<file path="src/rtl/sd_pkg.sv">
// sd_pkg
// Shared constants for the sigma-delta result arbiter: host register
// addresses, STAT bit-field positions, channel count and the ARBID value
// that means "no channel granted".
package sd_pkg;

    localparam int SD_NUM_CH = 2;

    localparam logic [1:0] ARBID_NONE = 2'd2;

    // Host register byte addresses
    localparam logic [7:0] SD_ADDR_STAT    = 8'h00;
    localparam logic [7:0] SD_ADDR_IER     = 8'h04;
    localparam logic [7:0] SD_ADDR_ICLR    = 8'h08;
    localparam logic [7:0] SD_ADDR_DATA0   = 8'h10;
    localparam logic [7:0] SD_ADDR_DATA1   = 8'h14;
    localparam logic [7:0] SD_ADDR_ARBDATA = 8'h18;
    localparam logic [7:0] SD_ADDR_ARBID   = 8'h1C;

    // STAT field LSB positions, two bits each (one per channel)
    localparam int SD_STAT_NE_LSB   = 0;
    localparam int SD_STAT_FULL_LSB = 2;
    localparam int SD_STAT_OVF_LSB  = 4;
    localparam int SD_STAT_PEND_LSB = 6;

endpackage

</file>
<file path="src/rtl/sd_result_arbiter_if.sv">
// sd_result_arbiter_if
// Host bus between the SDFM host side and the result arbiter.
//   RD, WR   level strobes from the host (edge-detected in the slave)
//   ADDR     byte address, AW bits
//   WDATA    write data
//   RDATA    registered read data
//   IRQ      registered interrupt request
interface sd_result_arbiter_if #(
    parameter int AW = 8
);
    logic          RD;
    logic          WR;
    logic [AW-1:0] ADDR;
    logic [31:0]   WDATA;
    logic [31:0]   RDATA;
    logic          IRQ;

    modport master (output RD, WR, ADDR, WDATA, input RDATA, IRQ);
    modport slave  (input RD, WR, ADDR, WDATA, output RDATA, IRQ);
endinterface

</file>
<file path="src/rtl/sd_fifo.sv">
// sd_fifo
// Synchronous DEPTH x DW FIFO with a combinational head output.
//   SYSCLK, EXTRSTn  clock, async active-low reset
//   push, wdata      write request and data
//   pop              read request (ignored when empty)
//   rdata            head word (undefined when empty)
//   count            occupancy, 0..DEPTH
//   full, empty      occupancy flags
// A push on a full FIFO is accepted only when a pop happens in the same
// cycle; the freed slot is the one being written.
module sd_fifo #(
    parameter int DW    = 32,
    parameter int DEPTH = 4
) (
    input  logic                   SYSCLK,
    input  logic                   EXTRSTn,
    input  logic                   push,
    input  logic [DW-1:0]          wdata,
    input  logic                   pop,
    output logic [DW-1:0]          rdata,
    output logic [$clog2(DEPTH):0] count,
    output logic                   full,
    output logic                   empty
);
    localparam int PW = $clog2(DEPTH);
    localparam int CW = PW + 1;

    logic [DW-1:0] mem [DEPTH];
    logic [PW-1:0] wr_ptr;
    logic [PW-1:0] rd_ptr;
    logic          do_push;
    logic          do_pop;

    assign full    = (count == CW'(DEPTH));
    assign empty   = (count == '0);
    assign do_pop  = pop & ~empty;
    assign do_push = push & (~full | do_pop);
    assign rdata   = mem[rd_ptr];

    // Storage has no reset so it can map onto plain RAM cells
    always_ff @(posedge SYSCLK) begin
        if (do_push) begin
            mem[wr_ptr] <= wdata;
        end
    end

    // Pointers wrap naturally because DEPTH is a power of two
    always_ff @(posedge SYSCLK or negedge EXTRSTn) begin
        if (!EXTRSTn) begin
            wr_ptr <= '0;
            rd_ptr <= '0;
            count  <= '0;
        end else begin
            if (do_push) begin
                wr_ptr <= wr_ptr + PW'(1);
            end
            if (do_pop) begin
                rd_ptr <= rd_ptr + PW'(1);
            end
            if (do_push && !do_pop) begin
                count <= count + CW'(1);
            end else if (do_pop && !do_push) begin
                count <= count - CW'(1);
            end
        end
    end
endmodule

</file>
<file path="src/rtl/sd_result_arbiter.sv">
// sd_result_arbiter
// Buffers the filtered results of the two SD channels in per-channel FIFOs
// and exposes them on one host port, either per channel (DATA0/DATA1) or
// through a round-robin read (ARBDATA/ARBID). Also holds sticky overflow
// flags, the interrupt enable mask and the IRQ output.
//   SYSCLK, EXTRSTn  clock, async active-low reset
//   ch_data          2*DW result words, channel i in [DW*i +: DW]
//   ch_valid         one-cycle strobe per channel
//   host             slave side of the host bus (RD/WR/ADDR/WDATA/RDATA/IRQ)
module sd_result_arbiter
    import sd_pkg::*;
#(
    parameter int DW    = 32,
    parameter int DEPTH = 4,
    parameter int AW    = 8
) (
    input  logic                      SYSCLK,
    input  logic                      EXTRSTn,
    input  logic [SD_NUM_CH*DW-1:0]   ch_data,
    input  logic [SD_NUM_CH-1:0]      ch_valid,
    sd_result_arbiter_if.slave        host
);
    localparam int CW = $clog2(DEPTH) + 1;

    logic [DW-1:0] fifo_rdata [SD_NUM_CH];
    logic [CW-1:0] fifo_count [SD_NUM_CH];
    logic [1:0]    fifo_full;
    logic [1:0]    fifo_empty;
    logic [1:0]    not_empty;
    logic [1:0]    pop;

    logic        rd_q, wr_q, rd_edge, wr_edge;
    logic [3:0]  ier;
    logic [1:0]  ovf, ovf_set, ovf_clr, pending;
    logic        last_grant, grant, arb_valid;
    logic [1:0]  arbid;
    logic [31:0] rdata_q, rd_mux, data0_word, data1_word;
    logic        irq_q;
    logic        sel_stat, sel_ier, sel_iclr, sel_data0, sel_data1, sel_arb, sel_arbid;
    logic        unused_wdata;

    for (genvar i = 0; i < SD_NUM_CH; i++) begin : g_fifo
        sd_fifo #(.DW(DW), .DEPTH(DEPTH)) u_fifo (
            .SYSCLK  (SYSCLK),
            .EXTRSTn (EXTRSTn),
            .push    (ch_valid[i]),
            .wdata   (ch_data[DW*i +: DW]),
            .pop     (pop[i]),
            .rdata   (fifo_rdata[i]),
            .count   (fifo_count[i]),
            .full    (fifo_full[i]),
            .empty   (fifo_empty[i])
        );
        assign not_empty[i] = (fifo_count[i] != '0);
    end

    assign unused_wdata = ^host.WDATA[31:6];

    // Address decode, access edges, arbitration and flag updates
    always_comb begin
        rd_edge   = host.RD & ~rd_q;
        wr_edge   = host.WR & ~wr_q;
        sel_stat  = (host.ADDR == AW'(SD_ADDR_STAT));
        sel_ier   = (host.ADDR == AW'(SD_ADDR_IER));
        sel_iclr  = (host.ADDR == AW'(SD_ADDR_ICLR));
        sel_data0 = (host.ADDR == AW'(SD_ADDR_DATA0));
        sel_data1 = (host.ADDR == AW'(SD_ADDR_DATA1));
        sel_arb   = (host.ADDR == AW'(SD_ADDR_ARBDATA));
        sel_arbid = (host.ADDR == AW'(SD_ADDR_ARBID));

        // Alternate when both have data, otherwise take whichever has data
        arb_valid = |not_empty;
        grant     = (&not_empty) ? ~last_grant : not_empty[1];

        pop[0] = rd_edge & ~fifo_empty[0] &
                 (sel_data0 | (sel_arb & arb_valid & ~grant));
        pop[1] = rd_edge & ~fifo_empty[1] &
                 (sel_data1 | (sel_arb & arb_valid & grant));

        // A pop in the same cycle frees room, so a full push is not lost
        ovf_set = ch_valid & fifo_full & ~pop;
        ovf_clr = {2{wr_edge & sel_iclr}} & host.WDATA[5:4];

        pending[0] = (not_empty[0] & ier[0]) | (ovf[0] & ier[2]);
        pending[1] = (not_empty[1] & ier[1]) | (ovf[1] & ier[3]);

        data0_word = fifo_empty[0] ? 32'd0 : 32'(fifo_rdata[0]);
        data1_word = fifo_empty[1] ? 32'd0 : 32'(fifo_rdata[1]);

        rd_mux = 32'd0;
        if (sel_stat) begin
            rd_mux[SD_STAT_NE_LSB   +: 2] = not_empty;
            rd_mux[SD_STAT_FULL_LSB +: 2] = fifo_full;
            rd_mux[SD_STAT_OVF_LSB  +: 2] = ovf;
            rd_mux[SD_STAT_PEND_LSB +: 2] = pending;
        end else if (sel_ier) begin
            rd_mux[3:0] = ier;
        end else if (sel_data0) begin
            rd_mux = data0_word;
        end else if (sel_data1) begin
            rd_mux = data1_word;
        end else if (sel_arb) begin
            if (arb_valid) begin
                rd_mux = grant ? data1_word : data0_word;
            end
        end else if (sel_arbid) begin
            rd_mux[1:0] = arbid;
        end
    end

    // Host-visible registers; set of an overflow wins over a same-cycle clear
    always_ff @(posedge SYSCLK or negedge EXTRSTn) begin
        if (!EXTRSTn) begin
            rd_q       <= 1'b0;
            wr_q       <= 1'b0;
            ier        <= '0;
            ovf        <= '0;
            last_grant <= 1'b1;
            arbid      <= ARBID_NONE;
            rdata_q    <= '0;
            irq_q      <= 1'b0;
        end else begin
            rd_q  <= host.RD;
            wr_q  <= host.WR;
            ovf   <= (ovf & ~ovf_clr) | ovf_set;
            irq_q <= |pending;
            if (wr_edge && sel_ier) begin
                ier <= host.WDATA[3:0];
            end
            if (rd_edge) begin
                rdata_q <= rd_mux;
                if (sel_arb) begin
                    if (arb_valid) begin
                        last_grant <= grant;
                        arbid      <= {1'b0, grant};
                    end else begin
                        arbid <= ARBID_NONE;
                    end
                end
            end
        end
    end

    assign host.RDATA = rdata_q;
    assign host.IRQ   = irq_q;
endmodule
</file>
<file path="src/flat_wrapper.sv">
// flat-port wrapper written by rule: the top's interface ports become plain ports
module sd_result_arbiter_flat import sd_pkg::*;
#(
    parameter int DW    = 32,
    parameter int DEPTH = 4,
    parameter int AW    = 8
)
  (SYSCLK, EXTRSTn, ch_data, ch_valid, host_RD, host_WR, host_ADDR, host_WDATA, host_RDATA, host_IRQ);
  sd_result_arbiter_if #(.AW(AW)) host_i ();
  input  logic SYSCLK;
  input  logic EXTRSTn;
  input  logic [SD_NUM_CH*DW-1:0] ch_data;
  input  logic [SD_NUM_CH-1:0] ch_valid;
  input wire logic [$bits(host_i.RD)-1:0] host_RD;
  input wire logic [$bits(host_i.WR)-1:0] host_WR;
  input wire logic [$bits(host_i.ADDR)-1:0] host_ADDR;
  input wire logic [$bits(host_i.WDATA)-1:0] host_WDATA;
  output wire logic [$bits(host_i.RDATA)-1:0] host_RDATA;
  output wire logic [$bits(host_i.IRQ)-1:0] host_IRQ;
  assign host_i.RD = host_RD;
  assign host_i.WR = host_WR;
  assign host_i.ADDR = host_ADDR;
  assign host_i.WDATA = host_WDATA;
  assign host_RDATA = host_i.RDATA;
  assign host_IRQ = host_i.IRQ;
  sd_result_arbiter #(.DW(DW), .DEPTH(DEPTH), .AW(AW)) u_core (.SYSCLK(SYSCLK), .EXTRSTn(EXTRSTn), .ch_data(ch_data), .ch_valid(ch_valid), .host(host_i));
endmodule
</file>
<file path="config.mk">
export PLATFORM = sky130hd
export DESIGN_NAME = sd_result_arbiter_flat
export DESIGN_NICKNAME = d
export VERILOG_FILES = /design/src/rtl/sd_pkg.sv /design/src/rtl/sd_result_arbiter_if.sv /design/src/rtl/sd_fifo.sv /design/src/rtl/sd_result_arbiter.sv /design/src/flat_wrapper.sv
export SDC_FILE = /design/constraint.sdc
export NUM_CORES = 1
export LEC_CHECK = 0
export ABC_CLOCK_PERIOD_IN_PS = 3090
export CORE_MARGIN = 3
export CORE_UTILIZATION = 50
export DETAILED_ROUTE_END_ITERATION = 8
export GPL_TIMING_DRIVEN = 0
export HOLD_SLACK_MARGIN = 0.06
export PLACE_DENSITY = 0.72
export SYNTH_ARGS = -nofsm -noshare
export SYNTH_HDL_FRONTEND = slang
export SYNTH_SLANG_ARGS = --single-unit
</file>
<file path="constraint.sdc">
create_clock -name SYSCLK -period 3.09 [get_ports SYSCLK]
set_input_delay 0.309 -clock SYSCLK [delete_from_list [all_inputs] [get_ports SYSCLK]]
set_output_delay 0.309 -clock SYSCLK [all_outputs]
set_load 0.03 [all_outputs]
</file>
==> impl_metrics.csv, run 1 <==
group,metric,value,unit
status,status,"finished, final reports clean",
yosys,syn_nets,777,
sta,drv_slew,0,
grt,grt_max_degree,39,
worst_setup_path,required,3.26,ns
sta,setup_slack,0.261,ns
sta,setup_viol,0,
worst_hold_path,hold_path_end,"u_core.rd_q",
worst_setup_path,crit_fanout,32,
yosys,ys_seq_area_share,74.4,%
finish,fin_util,63.3,%
worst_setup_path,worstSetupEndpointType,"flop",
sta,fin_crit,2.83,ns
worst_setup_path,timing.rr.start,"u_core.g_fifo[1].u_fifo.count[1]",
worst_setup_path,start_kind,"flop",
yosys,yosys-top-cells-area,"edfxtp_1 (63%), mux4_2 (12%), dfrtp_1 (11%)",
power_and_ir_drop,ir_drop,0.402,mV
finish,nFillCells,1703,
routing,drc,0,
clocking,h-tree-depth,1,
yosys,synth_top_area_share,62.6,%
clocking,cts_buffer_depth,3,
placed_design,place_area,14000,µm²
job,drv_cap,0,
grt,antenna_found_initial,2,
worst_hold_path,hold_start,"host_RD",
worst_setup_path,cp_cell_sequence,"nor3_4 > o211ai_1 > nor2_2 > o21a_2 > and2_2",
yosys,avgSynthCellArea,18.8,µm²
worst_setup_path,worstSetupPathType,"flop to flop",
sta,finalCritPeriodShare,91.6,%
yosys,synth.cell_area,12300,µm²
placed_design,routabilityCongestion,0.791,
power_and_ir_drop,power.density,749,nW/µm²
clocking,clk_pin_slew,0.07,ns
grt,first_global_vias,6920,
routing,drtPass1Iterations,5,
routing,vias,6466,
yosys,synth_flop_cell,"edfxtp_1",
clocking,cts_setup_buffers,0,
worst_setup_path,worstPathArrival,3.00,ns
die,dieArea,26500,µm²
yosys,ys_async_sr_fraction,18.5,%
die,core_area,23800,µm²
sta,hold_viol,0,
yosys,synthDistinctLibCells,50,
worst_setup_path,worstReg2RegEnd,"u_core.g_fifo[0].u_fifo.mem[0][24]",
sta,fin_setup_tns,0,ns
sta,rsz0062_at_grt,"false",
die,ioPinCount,143,
placed_design,dp.cells,1095,
routing,post_drt_wl_per_cell,22.3,µm
sta,slew_headroom,38.2,%
placed_design,port_buffers,116,
yosys,synth_common_cells,"edfxtp_1 (256), mux4_2 (64), dfrtp_1 (56)",
worst_setup_path,crit_path_start,"u_core.g_fifo[1].u_fifo.count[1]",
die,initial_core_util,51.6,%
grt,grt_overflow,0,
clocking,clk-insertion-delay-late,0.56,ns
yosys,synthCells,655,
worst_setup_path,ff2ff_setup_slack,0.26,ns
yosys,synth.largest_area_cell,"edfxtp_1",
finish,layoutNonFillerInstCount,1154,
yosys,synth_edf_count,256,
routing,vias_per_cell,5.60,
routing,first_iter_violations,592,
die,die_w,163,µm
grt,grt_pass1_wl,39.8,mm
clocking,clock_sinks,314,
placed_design,pre_cts_ws,-0.274,ns
worst_hold_path,holdPathStages,1,
clocking,cts-buffers-inserted,31,
placed_design,dp.final_hpwl,16.8,mm
yosys,synth-seq-cells,314,
finish,nets,932,
die,fp.dieH,163,µm
clocking,cts_root_buffer,"clkbuf_16",
sta,fin_skew,0.0173,ns
sta,timing.hold.ws,0.255,ns
routing,final_antenna_net_count,0,
worst_setup_path,slowest_delay,0.78,ns
power_and_ir_drop,power,11.3,mW
sta,tightest_slew,0.927,ns
finish,final_area,15100,µm²
finish,n_antenna_cell,0,
yosys,synth_warnings,0,
sta,clock.fmax,353,MHz
die,fp-row-count,56,
worst_hold_path,min_path_type,"input pin to flop",
clocking,cts_tree,"yes",
worst_setup_path,crit_slowest_cell,"and2_2",
finish,area_growth,22.7,%
grt,grt_usage,19.7,%
routing,wirelength,25.7,mm
yosys,synth.most_common_cell,"edfxtp_1",
finish,drive_above_1_share,19.3,%
worst_setup_path,reg2regPathDepth,5,
power_and_ir_drop,p_leak,5.07,nW
==> critical path: cells and delay by family, from the launching register on <==
kind / cells / cell delay [ns]
simple gates: 3 / 1.50
flops: 1 / 0.46
compound gates: 2 / 0.45
==> repair_timing <==
item,in CTS,in global routing
endpoints found under the hold margin,18,0
endpoints found under the setup margin,0,1
hold buffers,1,0
resized for setup,0,1
==> where the power goes <==
group	switching [mW]	internal (mW)	leakage, nW
Combinational	0.908	0.665	1.43
Sequential	0.256	5.44	3.10
Clock	1.52	2.51	0.547
Total	2.68	8.62	5.07
==> cells by family (layout without fill, tap and decap cells) <==
| kind of cell | count (synthesis) | after routing | share of synthesized area, % |
|---|---|---|---|
| xor+xnor | 12 | 12 | 0.855 |
| compound gates | 82 | 82 | 4.12 |
| mux | 71 | 71 | 12.4 |
| fa+ha+maj | 12 | 12 | 1.34 |
| buf+inv | 40 | 220 | 1.40 |
| simple gates | 124 | 124 | 5.52 |
| flops | 314 | 314 | 74.4 |
==> worst max-delay path by stage <==
stage,endpoint,cells past startpoint
2_1_floorplan,u_core.g_fifo[1].u_fifo.mem[0][0],6
3_3_place_gp,u_core.g_fifo[1].u_fifo.mem[2][21],7
3_5_place_dp,u_core.g_fifo[1].u_fifo.count[2],11
4_1_cts,u_core.g_fifo[1].u_fifo.count[2],11
5_1_grt,u_core.g_fifo[1].u_fifo.count[2],11
6_report,u_core.g_fifo[0].u_fifo.mem[0][24],5
==> flip-flops by register name (all words and copies together) (netlist names) <==
name and flops:
u_core.rd_q 1, u_core.ovf 2, u_core.last_grant 1, u_core.host.IRQ 1, u_core.g_fifo.u_fifo.mem 256, u_core.g_fifo.u_fifo.wr_ptr 4, u_core.host.RDATA 32, u_core.wr_q 1
u_core.g_fifo.u_fifo.count 6, u_core.ier 4, u_core.arbid 2, u_core.g_fifo.u_fifo.rd_ptr 4
==> final cells by class <==
type | count | area [µm²] | share of cell area [%]
flip-flops and latches | 314 | 9140 | 60.6
clock inverters | 17 | 259 | 1.72
plain buffers | 29 | 131 | 0.871
multi-input cells | 301 | 2990 | 19.8
clock buffers | 41 | 853 | 5.66
well taps | 319 | 399 | 2.65
repair buffers | 122 | 1270 | 8.39
inverters | 11 | 41.3 | 0.274
==> layout by cell type (no fill, tap or decap), drive strengths merged, types with 20 or more instances in the layout <==
cell / netlist / final
clkdlybuf4s50: 0 / 115
nand2: 44 / 44
dfrtp: 56 / 56
mux4: 64 / 64
nor2b: 32 / 32
clkbuf: 15 / 56
buf: 14 / 20
a21oi: 29 / 29
edfxtp: 256 / 256
o21ai: 26 / 26
==> layer usage <==
metal | global-route usage, % | wire length, µm | vias up
li1 | - | - | 2884
met1 | 27.3 | 10900 | 3326
met2 | 33.3 | 12800 | 203
met3 | 3.51 | 1410 | 49
met4 | 4.61 | 598 | 4
met5 | 0 | 27 | -
(Power assumes the default switching activity.)
==> inputs of run 2 (changes only) <==
Settings changed: SYNTH_HIERARCHICAL from default to 1.
==> run 2 against run 1 <==
  * Die area grew 1.5%
  * Maximum frequency down 4.1%
  * First-iteration DRC count shrank 29%
  * Critical path type unchanged
  * Power rose by 2.8%
==> impl_metrics.csv, run 2 <==
group,metric,value,unit
yosys,synthMuxAreaShare,12.7,%
grt,grt_usage,19.7,%
sta,clock.fmax,339,MHz
worst_setup_path,timing.rr.start,"u_core/g_fifo[0].u_fifo/count[1]",
routing,drtPass1Iterations,5,
worst_setup_path,slowest_delay,0.48,ns
grt,met2_usage,34.1,%
worst_setup_path,worstSetupPathType,"flop to flop",
worst_setup_path,required,3.50,ns
finish,final_cell_mix,"edfxtp_1 (256), clkdlybuf4s50_1 (114), mux4_2 (56)",
yosys,synthCells,617,
yosys,avgSynthCellArea,20.2,µm²
die,fp-row-count,57,
yosys,synth_top_family_by_area,"multiplexers",
placed_design,port_buffers,116,
routing,vias_per_cell,5.69,
sta,slew_headroom,39.1,%
sta,tightest_slew,0.913,ns
finish,fin_util,62.7,%
grt,grt_use_met3,4.84,%
grt,grt_max_degree,42,
sta,finalCritPeriodShare,95.4,%
sta,fin_skew,0.0250,ns
die,fp.dieH,164,µm
worst_setup_path,cp_cell_sequence,"o31ai_4 > a32oi_2 > nor3b_4 > and2_2 > inv_1 > a21boi_4 > ha_1 > inv_1 > fa_1 > xor2_1 > nor2_1 > xor2_1",
worst_setup_path,crit_fanout,7,
sta,setup_viol,0,
sta,rsz0062_at_grt,"false",
finish,register_area,9150,µm²
yosys,synth_common_cells,"edfxtp_1 (256), dfrtp_1 (56), mux4_2 (56)",
grt,use_met1,25.2,%
die,ioPinCount,143,
routing,first_iter_violations,418,
clocking,cts_tree,"yes",
placed_design,dp.final_hpwl,17.4,mm
grt,grt_pass1_wl,39.3,mm
finish,largest_reg_flops,256,
job,drv_cap,0,
yosys,ys_seq_area_share,73.2,%
worst_setup_path,reg2regPathDepth,12,
sta,drv_slew,0,
status,status,"finished, final reports clean",
routing,vias,6382,
finish,area_growth,23.0,%
worst_setup_path,start_kind,"flop",
power_and_ir_drop,p_leak,5.28,nW
die,core_area,24500,µm²
worst_setup_path,worstSetupEndpointType,"flop",
clocking,cts_buffer_depth,3,
yosys,yosys-top-cells-area,"edfxtp_1 (62%), dfrtp_1 (11%), mux4_2 (10%)",
yosys,synth_top_area_share,61.6,%
yosys,synth.largest_area_cell,"edfxtp_1",
yosys,synth_adder_area_share,1.32,%
power_and_ir_drop,ir_drop,0.656,mV
finish,nFillCells,1677,
sta,fin_crit,2.95,ns
die,initial_core_util,51.0,%
yosys,synth_compound_gate_area_share,4.59,%
yosys,synth-seq-cells,314,
routing,wirelength,26.0,mm
worst_hold_path,min_path_type,"input pin to asynchronous set/reset pin",
finish,multi_input_area,3120,µm²
finish,final_common_cell,"edfxtp_1",
finish,n_antenna_cell,0,
clocking,cts_root_buffer,"clkbuf_16",
routing,final_antenna_net_count,0,
clocking,clk-insertion-delay-late,0.50,ns
yosys,synth_flop_cell,"edfxtp_1",
routing,drc,0,
worst_setup_path,ff2ff_setup_slack,0.14,ns
die,dieArea,26900,µm²
finish,nets,895,
grt,antenna_found_initial,1,
placed_design,routabilityCongestion,0.884,
yosys,synth.most_common_cell,"edfxtp_1",
power_and_ir_drop,power.density,757,nW/µm²
yosys,syn_nets,739,
die,die_w,164,µm
routing,post_drt_wl_per_cell,23.2,µm
worst_setup_path,crit_slowest_cell,"dfrtp_2",
clocking,clock_sinks,314,
worst_setup_path,crit_path_start,"u_core/g_fifo[0].u_fifo/count[1]",
yosys,synth_warnings,6,
sta,hold_viol,0,
finish,top_register,"u_core/g_fifo.u_fifo/mem",
yosys,ys_async_sr_fraction,18.5,%
grt,top_usage_layer,"met2",
clocking,h-tree-depth,2,
yosys,synth_edf_count,256,
grt,grt_overflow,0,
worst_setup_path,worstPathArrival,3.36,ns
yosys,synth_xor_area_share,0.842,%
clocking,clk_pin_slew,0.06,ns
yosys,synthDistinctLibCells,50,
grt,first_global_vias,6760,
finish,drive_above_1_share,21.1,%
yosys,synth-simple-area-share,4.94,%
sta,timing.hold.ws,0.296,ns
worst_setup_path,worstReg2RegEnd,"u_core/g_fifo[1].u_fifo/count[2]",
clocking,cts-buffers-inserted,34,
worst_setup_path,crit_path_end,"u_core/g_fifo[1].u_fifo/count[2]",
yosys,synth.cell_area,12500,µm²
[run 2: changes by cell type after synthesis, sizes merged, moves of 16 or more]
| cell | before | now |
|---|---|---|
| a221o | 0 | 28 |
| nand2 | 44 | 22 |
| o21ai | 26 | 10 |
| a21oi | 29 | 6 |
| and2 | 9 | 33 |
| nor2b | 32 | 3 |
[run 2: cell type report]
class | instances | area share [%]
plain buffers | 28 | 1.74
clock buffers | 48 | 6.22
clock inverters | 13 | 1.43
inverters | 9 | 0.220
multi-input cells | 266 | 20.3
flip-flops and latches | 314 | 59.6
well taps | 324 | 2.64
repair buffers | 120 | 7.84
[run 2: routing by layer]
metal / share of wire (%) / wire length [µm] / vias to the layer above
met3: 6.8 / 1780 / 46
met5: 0.050 / 13 / -
met2: 52 / 13400 / 234
met1: 40 / 10300 / 3262
met4: 1.9 / 484 / 2
li1: - / - / 2838
[run 2: worst max-delay path, delay by kind of cell (launching register included)]
family / cells / cell delay [ns]
AOI/OAI and AO/OA: 3 / 0.70
xor gates and xnor gates: 2 / 0.36
adders and majority gates: 2 / 0.59
buffers and inverters: 2 / 0.15
DFF: 1 / 0.48
and+or+nand+nor: 3 / 0.59
[run 2: worst min-delay path by stage]
| stage | depth (start not counted) | from | end |
|---|---|---|---|
| 5_1_grt | 1 | host_WR | u_core/wr_q |
| 2_1_floorplan | 0 | EXTRSTn | u_core/arbid[0] |
| 3_5_place_dp | 1 | EXTRSTn | u_core/host.IRQ |
| 3_3_place_gp | 2 | u_core/arbid[1] | u_core/arbid[1] |
| 4_1_cts | 2 | EXTRSTn | u_core/g_fifo[1].u_fifo/rd_ptr[1] |
| 6_report | 2 | EXTRSTn | u_core/g_fifo[1].u_fifo/count[2] |
[run 2: what timing repair did]
action,4_1_cts,5_1_grt
resized for setup,9,10
endpoints found under the hold margin,17,0
hold buffers,1,0
endpoints found under the setup margin,260,131
pin swaps,1,0
buffers inserted,2,0
[run 2: cell families after synthesis]
logic type / after synthesis
adders and majority gates: 12
AOI/OAI and AO/OA: 69
xor gates and xnor gates: 12
DFF: 314
and+or+nand+nor: 99
muxes: 74
buffers and inverters: 37
[run 2: report_power, final]
group	internal (mW)	switching [mW]	leakage, nW
logic	0.699	0.967	1.61
clock network	2.66	1.55	0.571
registers	5.46	0.297	3.10
total	8.81	2.81	5.28
[run 2: through the flow]
stage	cell area, µm²	std cells	setup slack [ns]	total power [mW]	TNS [ns]
2_1_floorplan	12500	617	0.0962	6.78	0
3_3_place_gp	14000	1057	-1.12	7.37	-277.66
3_5_place_dp	14100	1058	-0.683	7.48	-166.33
4_1_cts	15300	1122	0.0183	11.7	0
5_1_grt	15300	1122	0.00693	12.1	0
6_report	15300	1122	0.141	11.6	0
==> inputs of run 3 (changes only) <==
Settings changed: PLACE_DENSITY 0.72 to 0.73.
==> run 3 against run 2 <==
  * Clock-buffer cell count grew 1
  * Clock power fell by 14%
  * Worst hold slack got worse by 0.043 ns
  * First-iteration DRC count fell by 1.7%
  * Worst setup slack improved by 0.019 ns
  * Clock skew is 0.012 ns lower
  * Power decreased by 5.1%
  * Critical path type unchanged
  * Critical endpoint unchanged
==> impl_metrics.csv, run 3 (synthesis gave the netlist of run 2 again) <==
group,metric,value,unit
sta,rsz0062_at_grt,"false",
worst_setup_path,worstSetupPathType,"flop to flop",
finish,nFillCells,1711,
power_and_ir_drop,power.density,727,nW/µm²
finish,n_antenna_cell,0,
sta,finalCritPeriodShare,94.8,%
sta,fin_crit,2.93,ns
routing,vias_per_cell,5.72,
grt,antenna_found_initial,1,
power_and_ir_drop,power,11.0,mW
die,dieArea,26900,µm²
sta,clock.fmax,341,MHz
clocking,clk_pin_slew,0.06,ns
grt,grt_usage,19.4,%
sta,setup_viol,0,
finish,final_common_cell,"edfxtp_1",
die,die_w,164,µm
power_and_ir_drop,ir_drop,0.433,mV
grt,grt_overflow,0,
finish,register_area,9150,µm²
routing,final_antenna_net_count,0,
finish,largest_reg_flops,256,
routing,drc,0,
die,fp.dieH,164,µm
clocking,cts-buffers-inserted,31,
finish,final_cell_mix,"edfxtp_1 (256), clkdlybuf4s50_1 (114), mux4_2 (56)",
placed_design,dp.cells,1058,
clocking,cts_root_buffer,"clkbuf_16",
sta,fin_skew,0.0134,ns
placed_design,dp.final_hpwl,17.4,mm
finish,area_growth,21.5,%
finish,nets,893,
clocking,clock_sinks,314,
worst_setup_path,reg2regPathDepth,12,
worst_setup_path,timing.rr.start,"u_core/g_fifo[0].u_fifo/count[1]",
routing,post_drt_wl_per_cell,22.9,µm
sta,tightest_slew,0.890,ns
routing,vias,6403,
finish,drive_above_1_share,21.0,%
grt,first_global_vias,6670,
worst_setup_path,crit_path_start,"u_core/g_fifo[0].u_fifo/count[1]",
clocking,cts_tree,"yes",
routing,wirelength,25.7,mm
worst_setup_path,required,3.56,ns
die,ioPinCount,143,
clocking,h-tree-depth,1,
worst_setup_path,crit_fanout,7,
worst_setup_path,ff2ff_setup_slack,0.16,ns
worst_setup_path,worstSetupEndpointType,"flop",
worst_setup_path,worstReg2RegEnd,"u_core/g_fifo[1].u_fifo/count[2]",
die,initial_core_util,51.0,%
placed_design,port_buffers,116,
sta,hold_viol,0,
sta,timing.hold.ws,0.253,ns
die,fp-row-count,57,
clocking,cts_buffer_depth,3,
grt,grt_pass1_wl,39.0,mm
finish,multi_input_area,3110,µm²
die,core_area,24500,µm²
routing,drtPass1Iterations,7,
routing,first_iter_violations,411,
worst_setup_path,worstPathArrival,3.40,ns
status,status,"finished, final reports clean",
clocking,clk-insertion-delay-late,0.56,ns
job,drv_cap,0,
placed_design,place_area,14100,µm²
worst_hold_path,min_path_type,"input pin to asynchronous set/reset pin",
worst_setup_path,start_kind,"flop",
sta,slew_headroom,40.7,%
finish,layoutNonFillerInstCount,1120,
worst_setup_path,crit_path_end,"u_core/g_fifo[1].u_fifo/count[2]",
finish,final_area,15200,µm²
grt,grt_max_degree,40,
finish,top_register,"u_core/g_fifo.u_fifo/mem",
sta,drv_slew,0,
power_and_ir_drop,p_leak,5.20,nW
placed_design,routabilityCongestion,0.860,
[run 3: metrics by stage]
step | setup slack, ns | util (%) | TNS (ns)
3_3_place_gp | -1.19 | 57.4 | -281.63
5_1_grt | 0.0201 | 62.0 | 0
2_1_floorplan | 0.0962 | - | 0
6_report | 0.160 | 62.0 | 0
3_5_place_dp | -0.689 | 57.5 | -141.29
4_1_cts | 0.0313 | 61.8 | 0
[run 3: how the worst min path moves through the flow]
stage / start / to / slack [ns] / cells past startpoint
after floorplan: EXTRSTn / u_core/arbid[0] / 0.01 / 0
after global placement: u_core/arbid[1] / u_core/arbid[1] / 0.47 / 2
after detailed placement: EXTRSTn / u_core/ier[3] / 0.30 / 1
after CTS: host_WR / u_core/wr_q / 0.24 / 1
after global routing: host_WR / u_core/wr_q / 0.25 / 1
final: EXTRSTn / u_core/wr_q / 0.25 / 2
[run 3: cell type report]
type,count,share of cell area [%]
Tap cell,324,2.67
Inverter,9,0.223
Clock inverter,9,0.610
Clock buffer,49,5.96
Timing Repair Buffer,121,7.99
Buffer,28,1.76
Multi-Input combinational cell,266,20.5
Sequential cell,314,60.3
[run 3: critical path, cell delays in order, from the launching register on]
cell      delay [ns]
dfrtp_2         0.47
o31ai_4         0.30
a32oi_2         0.16
nor3b_4         0.26
and2_2          0.23
inv_1           0.08
a21boi_4        0.23
ha_1            0.22
inv_1           0.06
fa_1            0.38
xor2_1          0.17
nor2_1          0.13
xor2_1          0.16
[run 3: power breakdown]
part           leakage [nW]  total [mW]  internal [mW]  switching [mW]
sequential             3.10        5.74           5.45           0.290
clock                 0.491        3.60           2.09            1.51
combinational          1.61        1.68          0.714           0.969
total                  5.20        11.0           8.26            2.77
[run 3: repair_timing]
action,in CTS,in global routing
buffers inserted,1,2
endpoints found under the setup margin,260,67
hold buffers,1,0
hold endpoints to repair,17,0
resized for setup,11,8
pin swaps,1,1
[run 3: layer usage]
metal | GRT usage (%) | vias to the layer above | wire length (µm)
li1 | - | 2834 | -
met1 | 25.6 | 3288 | 9970
met2 | 32.8 | 236 | 13100
met3 | 5.25 | 43 | 2070
met4 | 4.46 | 2 | 578
met5 | 0 | - | 13
